$ cat config.mk
export PLATFORM = sky130hd
export DESIGN_NAME = uart_feedback_rx
export DESIGN_NICKNAME = d
export VERILOG_FILES = /design/src/rtl/uart_feedback_rx.sv
export SDC_FILE = /design/constraint.sdc
export NUM_CORES = 1
export LEC_CHECK = 0
export ABC_AREA = 1
export BUFFER_PORTS_ARGS = -buffer_cell sky130_fd_sc_hd__buf_2
export CORE_MARGIN = 2
export CORE_UTILIZATION = 49
export DETAILED_ROUTE_END_ITERATION = 10
export MAX_ROUTING_LAYER = met4
export PLACE_DENSITY = 0.75
export SLEW_MARGIN = 25
export SYNTH_ARGS = -nofsm -noshare
export SYNTH_HDL_FRONTEND = slang
export SYNTH_SLANG_ARGS = --single-unit
$ cat constraint.sdc
create_clock -name uart_clk -period 1.4 [get_ports uart_clk]
set_input_delay 0 -clock uart_clk [delete_from_list [all_inputs] [get_ports uart_clk]]
set_output_delay 0 -clock uart_clk [all_outputs]
set_load 0.01 [all_outputs]
$ cat src/rtl/uart_feedback_rx.sv
// 8N1 UART receiver with oversampled mid-bit sampling; decodes tagged
// feedback bytes into player_ready / target_reached / item_code fields.
module uart_feedback_rx #(
   parameter int unsigned OVERSAMPLE = 16,
   parameter logic [1:0]  FB_TAG     = 2'b00
) (
   input  logic       uart_clk,
   input  logic       rst,
   input  logic       rx,
   output logic [7:0] data,
   output logic       data_valid,
   output logic       frame_err,
   output logic       fb_valid,
   output logic       player_ready,
   output logic       target_reached,
   output logic [3:0] item_code
);

   localparam int unsigned TW = (OVERSAMPLE > 2) ? $clog2(OVERSAMPLE) : 1;
   localparam logic [TW-1:0] TICK_MAX = TW'(OVERSAMPLE - 1);
   localparam logic [TW-1:0] TICK_MID = TW'(OVERSAMPLE / 2 - 1);

   typedef enum logic [2:0] {
      IDLE,
      START,
      DATA,
      STOP,
      WAIT_HIGH
   } state_t;

   state_t        r_state, w_next;
   logic          r_rx_meta, r_rx_s;
   logic [TW-1:0] r_tick;
   logic [2:0]    r_bit_idx;
   logic [7:0]    r_shift;
   logic [7:0]    r_data;
   logic          r_dv, r_ferr, r_fbv;
   logic          r_pr, r_tr;
   logic [3:0]    r_item;
   logic          w_tick_clr, w_shift_en, w_load, w_ferr;

   always_ff @(posedge uart_clk) begin
      if (rst) begin
         r_rx_meta <= 1'b1;
         r_rx_s    <= 1'b1;
         r_state   <= IDLE;
      end else begin
         r_rx_meta <= rx;
         r_rx_s    <= r_rx_meta;
         r_state   <= w_next;
      end
   end

   always_comb begin
      w_next     = r_state;
      w_tick_clr = 1'b0;
      w_shift_en = 1'b0;
      w_load     = 1'b0;
      w_ferr     = 1'b0;
      case (r_state)
         IDLE: begin
            w_tick_clr = 1'b1;
            if (!r_rx_s) w_next = START;
         end
         START: begin
            if (r_tick == TICK_MID) begin
               w_tick_clr = 1'b1;
               w_next     = r_rx_s ? IDLE : DATA;
            end
         end
         DATA: begin
            if (r_tick == TICK_MAX) begin
               w_shift_en = 1'b1;
               if (r_bit_idx == 3'd7) w_next = STOP;
            end
         end
         STOP: begin
            if (r_tick == TICK_MAX) begin
               w_tick_clr = 1'b1;
               if (r_rx_s) begin
                  w_load = 1'b1;
                  w_next = IDLE;
               end else begin
                  w_ferr = 1'b1;
                  w_next = WAIT_HIGH;
               end
            end
         end
         WAIT_HIGH: begin
            w_tick_clr = 1'b1;
            if (r_rx_s) w_next = IDLE;
         end
         default: w_next = IDLE;
      endcase
   end

   // The shift register receives LSB first, so the completed byte sits in r_shift in order.
   always_ff @(posedge uart_clk) begin
      if (rst) begin
         r_tick    <= '0;
         r_bit_idx <= '0;
         r_shift   <= '0;
         r_data    <= '0;
         r_dv      <= 1'b0;
         r_ferr    <= 1'b0;
         r_fbv     <= 1'b0;
         r_pr      <= 1'b0;
         r_tr      <= 1'b0;
         r_item    <= '0;
      end else begin
         r_dv   <= w_load;
         r_ferr <= w_ferr;
         r_fbv  <= w_load && (r_shift[1:0] == FB_TAG);
         if (w_tick_clr || r_tick == TICK_MAX) r_tick <= '0;
         else                                  r_tick <= r_tick + 1'b1;
         if (r_state == IDLE) r_bit_idx <= '0;
         else if (w_shift_en) begin
            r_bit_idx <= r_bit_idx + 1'b1;
            r_shift   <= {r_rx_s, r_shift[7:1]};
         end
         if (w_load) begin
            r_data <= r_shift;
            if (r_shift[1:0] == FB_TAG) begin
               r_pr   <= r_shift[2];
               r_tr   <= r_shift[3];
               r_item <= r_shift[7:4];
            end
         end
      end
   end

   assign data           = r_data;
   assign data_valid     = r_dv;
   assign frame_err      = r_ferr;
   assign fb_valid       = r_fbv;
   assign player_ready   = r_pr;
   assign target_reached = r_tr;
   assign item_code      = r_item;

endmodule

==> impl_metrics.env <==
export IMPL_status="finished, final reports clean"
export IMPL_yosysWarnings=0
export IMPL_max_cap_violations=0
export IMPL_grt_max_degree=19
export IMPL_reg2reg_to="item_code[1]$_SDFFE_PP0P_"
export IMPL_cp_required_ps=1690
export IMPL_finalHoldViolCount=0
export IMPL_grt_pass1_vias=1062
export IMPL_max_freq_ghz=0.728
export IMPL_hpwl_um=1970
export IMPL_setup_ws_ps=26.2
export IMPL_critPathLaunchType="flip-flop"
export IMPL_firstDrtPassIters=4
export IMPL_syn_nets=187
export IMPL_worstPathCellList="ha_4 -> nand3_4 -> nor3_4 -> buf_6 -> nand3_1 -> a21oi_1"
export IMPL_reg2reg_from="r_tick[1]$_SDFF_PP0_"
export IMPL_chipHeight_um=58.3
export IMPL_final_max_slew_violation_count=0
export IMPL_swShare=0.302
export IMPL_io_pins=20
export IMPL_p_total_mw=2.08
export IMPL_layout_area_seq_um2=744
export IMPL_numCtsBuffers=5
export IMPL_crit_family="simple AND/OR/NAND/NOR gates"
export IMPL_dp_cells=233
export IMPL_viasPerCell=5.14
export IMPL_setup_worst_path_end_class="flip-flop"
export IMPL_fillers=246
export IMPL_worstPathMaxFanout=6
export IMPL_cpPeakStageDelay_ps=370
export IMPL_reg2reg_slack_ps=30
export IMPL_synth_top_area_frac=0.513
export IMPL_synthToLayoutAreaGrowth_pct=21.6
export IMPL_setup_violations=0
export IMPL_min_period_over_period=0.981
export IMPL_die_w_um=58.3
export IMPL_cts_buffer_depth=2
export IMPL_cpMaxStageDelayCell="dfxtp_2"
export IMPL_via_count=1265
export IMPL_grt_first_pass_wirelength_um=4720
export IMPL_tightest_slew_ps=405
export IMPL_synth_cells=181
export IMPL_avgSynthCellArea_um2=7.98
export IMPL_startpoint="r_tick[1]$_SDFF_PP0_"
export IMPL_clk_pin_slew_ps=110
export IMPL_cts_htree_levels=2
export IMPL_ir_worst_vdd_uv=924
export IMPL_crit_arrival_ps=1660
export IMPL_stdcell_count=246
export IMPL_p_int_mw=1.45
export IMPL_initial_utilization=0.519
export IMPL_path_class="flip-flop to flip-flop"
export IMPL_row_count=19
export IMPL_reg2regPathDepth=6
export IMPL_globalplace_congestion=0.910
export IMPL_pwr_share_clk=0.257
export IMPL_yosysSeqAreaShare=0.513
export IMPL_hold_path_class="input pin to flip-flop"
export IMPL_synth_largest_area_cell="dfxtp_1"
export IMPL_worstSetupPathDepth=6
export IMPL_utilization=0.631
export IMPL_routed_wl_um=2980
export IMPL_cts_root_buf="clkbuf_4"
export IMPL_synth_main_ff_cell="dfxtp_1"
export IMPL_p_per_area_nw_per_um2=1190
export IMPL_wl_per_cell_um=12.1
export IMPL_drc=0
export IMPL_synth_top_cells_by_area="dfxtp_1 (51%), nor2_1 (12%), o21ai_0 (6.2%), nand3_1 (4.5%), a21oi_1 (4.2%)"
export IMPL_grt_usage=0.194
export IMPL_rsz0062_at_grt="yes"
export IMPL_p_sw_mw=0.630
export IMPL_grt_overflow=0
export IMPL_slew_headroom=0.730
export IMPL_synth_area_um2=1440
export IMPL_portBuffers=19
export IMPL_ant_nets=0
export IMPL_dieArea_um2=3400
export IMPL_synth_cell_types=23
export IMPL_insertion_delay_ps=350
export IMPL_hold_end="r_rx_meta$_SDFF_PP1_"
export IMPL_nets=220
export IMPL_fin_crit_ps=1370
export IMPL_drive_gt1_frac=0.265
export IMPL_core_area_um2=2780
export IMPL_p_seq_frac=0.553
export IMPL_tritoncts="yes"
export IMPL_final_setup_tns_ps=0
export IMPL_pre_cts_ws_ps=-108
export IMPL_p_comb_frac=0.190
export IMPL_synth_edff_count=0
export IMPL_worstHoldStart="rx"
export IMPL_antenna_found_initial=0
export IMPL_clock_sinks=37
export IMPL_async_reset_ff_frac=0
export IMPL_path_buf_inv=1
export IMPL_min_path_cells=3
export IMPL_p_leak_nw=0.786
export IMPL_antenna_cells=0
export IMPL_drtIter0Drc=30
export IMPL_ys_seq_elements=37
export IMPL_multi_input_area_um2=677
export IMPL_skew_ps=9.79
## metrics by stage
step | area (um2) | hold slack, ps
finish | 1760 | 378
global route | 1760 | 387
CTS | 1680 | 360
detailed placement | 1600 | 190
global placement | 1600 | 185
floorplan | 1440 | 104
## power by group through the flow
stage | sequential (mW) | clock (mW) | combinational, mW
2_1_floorplan | 1.15 | 0 | 0.249
6_report | 1.15 | 0.536 | 0.396
3_5_place_dp | 1.16 | 0 | 0.332
5_1_grt | 1.16 | 0.603 | 0.441
3_3_place_gp | 1.15 | 0 | 0.311
4_1_cts | 1.14 | 0.544 | 0.350
## cell families after synthesis
group           Yosys count  synth area share
fa+ha+maj                 3            0.0260
simple gates             89             0.281
compound gates           33             0.120
buf+inv                  18            0.0537
xor+xnor                  1           0.00607
flops                    37             0.513
## sequential cells by signal, indices dropped and copies added, names as in the netlist
| name | cells |
|---|---|
| data | 8 |
| frame_err | 1 |
| data_valid | 1 |
| target_reached | 1 |
| r_rx_meta | 1 |
| r_rx_s | 1 |
| r_shift | 8 |
| player_ready | 1 |
| r_tick | 4 |
| fb_valid | 1 |
| r_state | 3 |
| item_code | 4 |
| r_bit_idx | 3 |
## how the worst max path moves through the flow
stage	endpoint
after floorplan	item_code[2]$_SDFFE_PP0P_
after global placement	r_state[2]$_SDFFE_PP0P_
after detailed placement	r_state[0]$_SDFFE_PP0P_
after CTS	r_state[0]$_SDFFE_PP0P_
after global routing	r_state[0]$_SDFFE_PP0P_
final	item_code[1]$_SDFFE_PP0P_
## tightest hold or removal path, stage by stage
cell,delay [ps]
dlygate4sd3_1,520
buf_2,100
or2_2,80
## cell usage after synthesis, types with 3 or more instances
cell,instances
a21oi_1,12
dfxtp_1,37
ha_1,3
inv_1,13
nand2_1,15
nand3_1,13
nor2_1,48
nor3_1,4
o21ai_0,18
## cell usage in the layout, fill, tap and decap left out
cell and count:
a21oi_2 2, or2_2 2, buf_6 2, buf_4 7, nand3_4 1, xor2_1 1
ha_1 2, inv_1 12, nand3b_1 2, buf_2 20, a21boi_0 1, dfxtp_2 3
nand2_2 1, nor4_1 1, nor2_1 43, or2_0 1, o31ai_1 1, inv_2 1
nor3_4 1, nand2_1 14, dfxtp_1 34, dlygate4sd3_1 2, clkinv_2 2, nand3_2 4
nor3_1 4, ha_4 1, nor2_4 1, clkbuf_1 1, o21ai_1 3, clkbuf_4 5
o21ai_0 15, nand3_1 10, nor2_2 4, a21oi_1 11
## what timing repair did
item	CTS	global route
setup buffers	0	2
gates cloned	0	1
hold endpoints to repair	3	0
resized for setup	4	18
pin swaps	2	9
hold buffers	2	0
setup endpoints to repair	14	26
## metal layers
metal,global-route usage,wire length (um),part of all wire
met1,0.239,1330,0.45
met2,0.287,1420,0.48
met3,0.0670,178,0.060
met4,0.0831,46,0.015
met5,-,0,0
## cell type report
| type | count | share of cell area |
|---|---|---|
| Sequential cell | 37 | 0.424 |
| Multi-Input combinational cell | 126 | 0.386 |
| Timing Repair Buffer | 31 | 0.111 |
| Inverter | 13 | 0.0278 |
| Clock buffer | 6 | 0.0235 |
| Tap cell | 31 | 0.0221 |
| Clock inverter | 2 | 0.00570 |
Power figures use the tool's default switching activity.
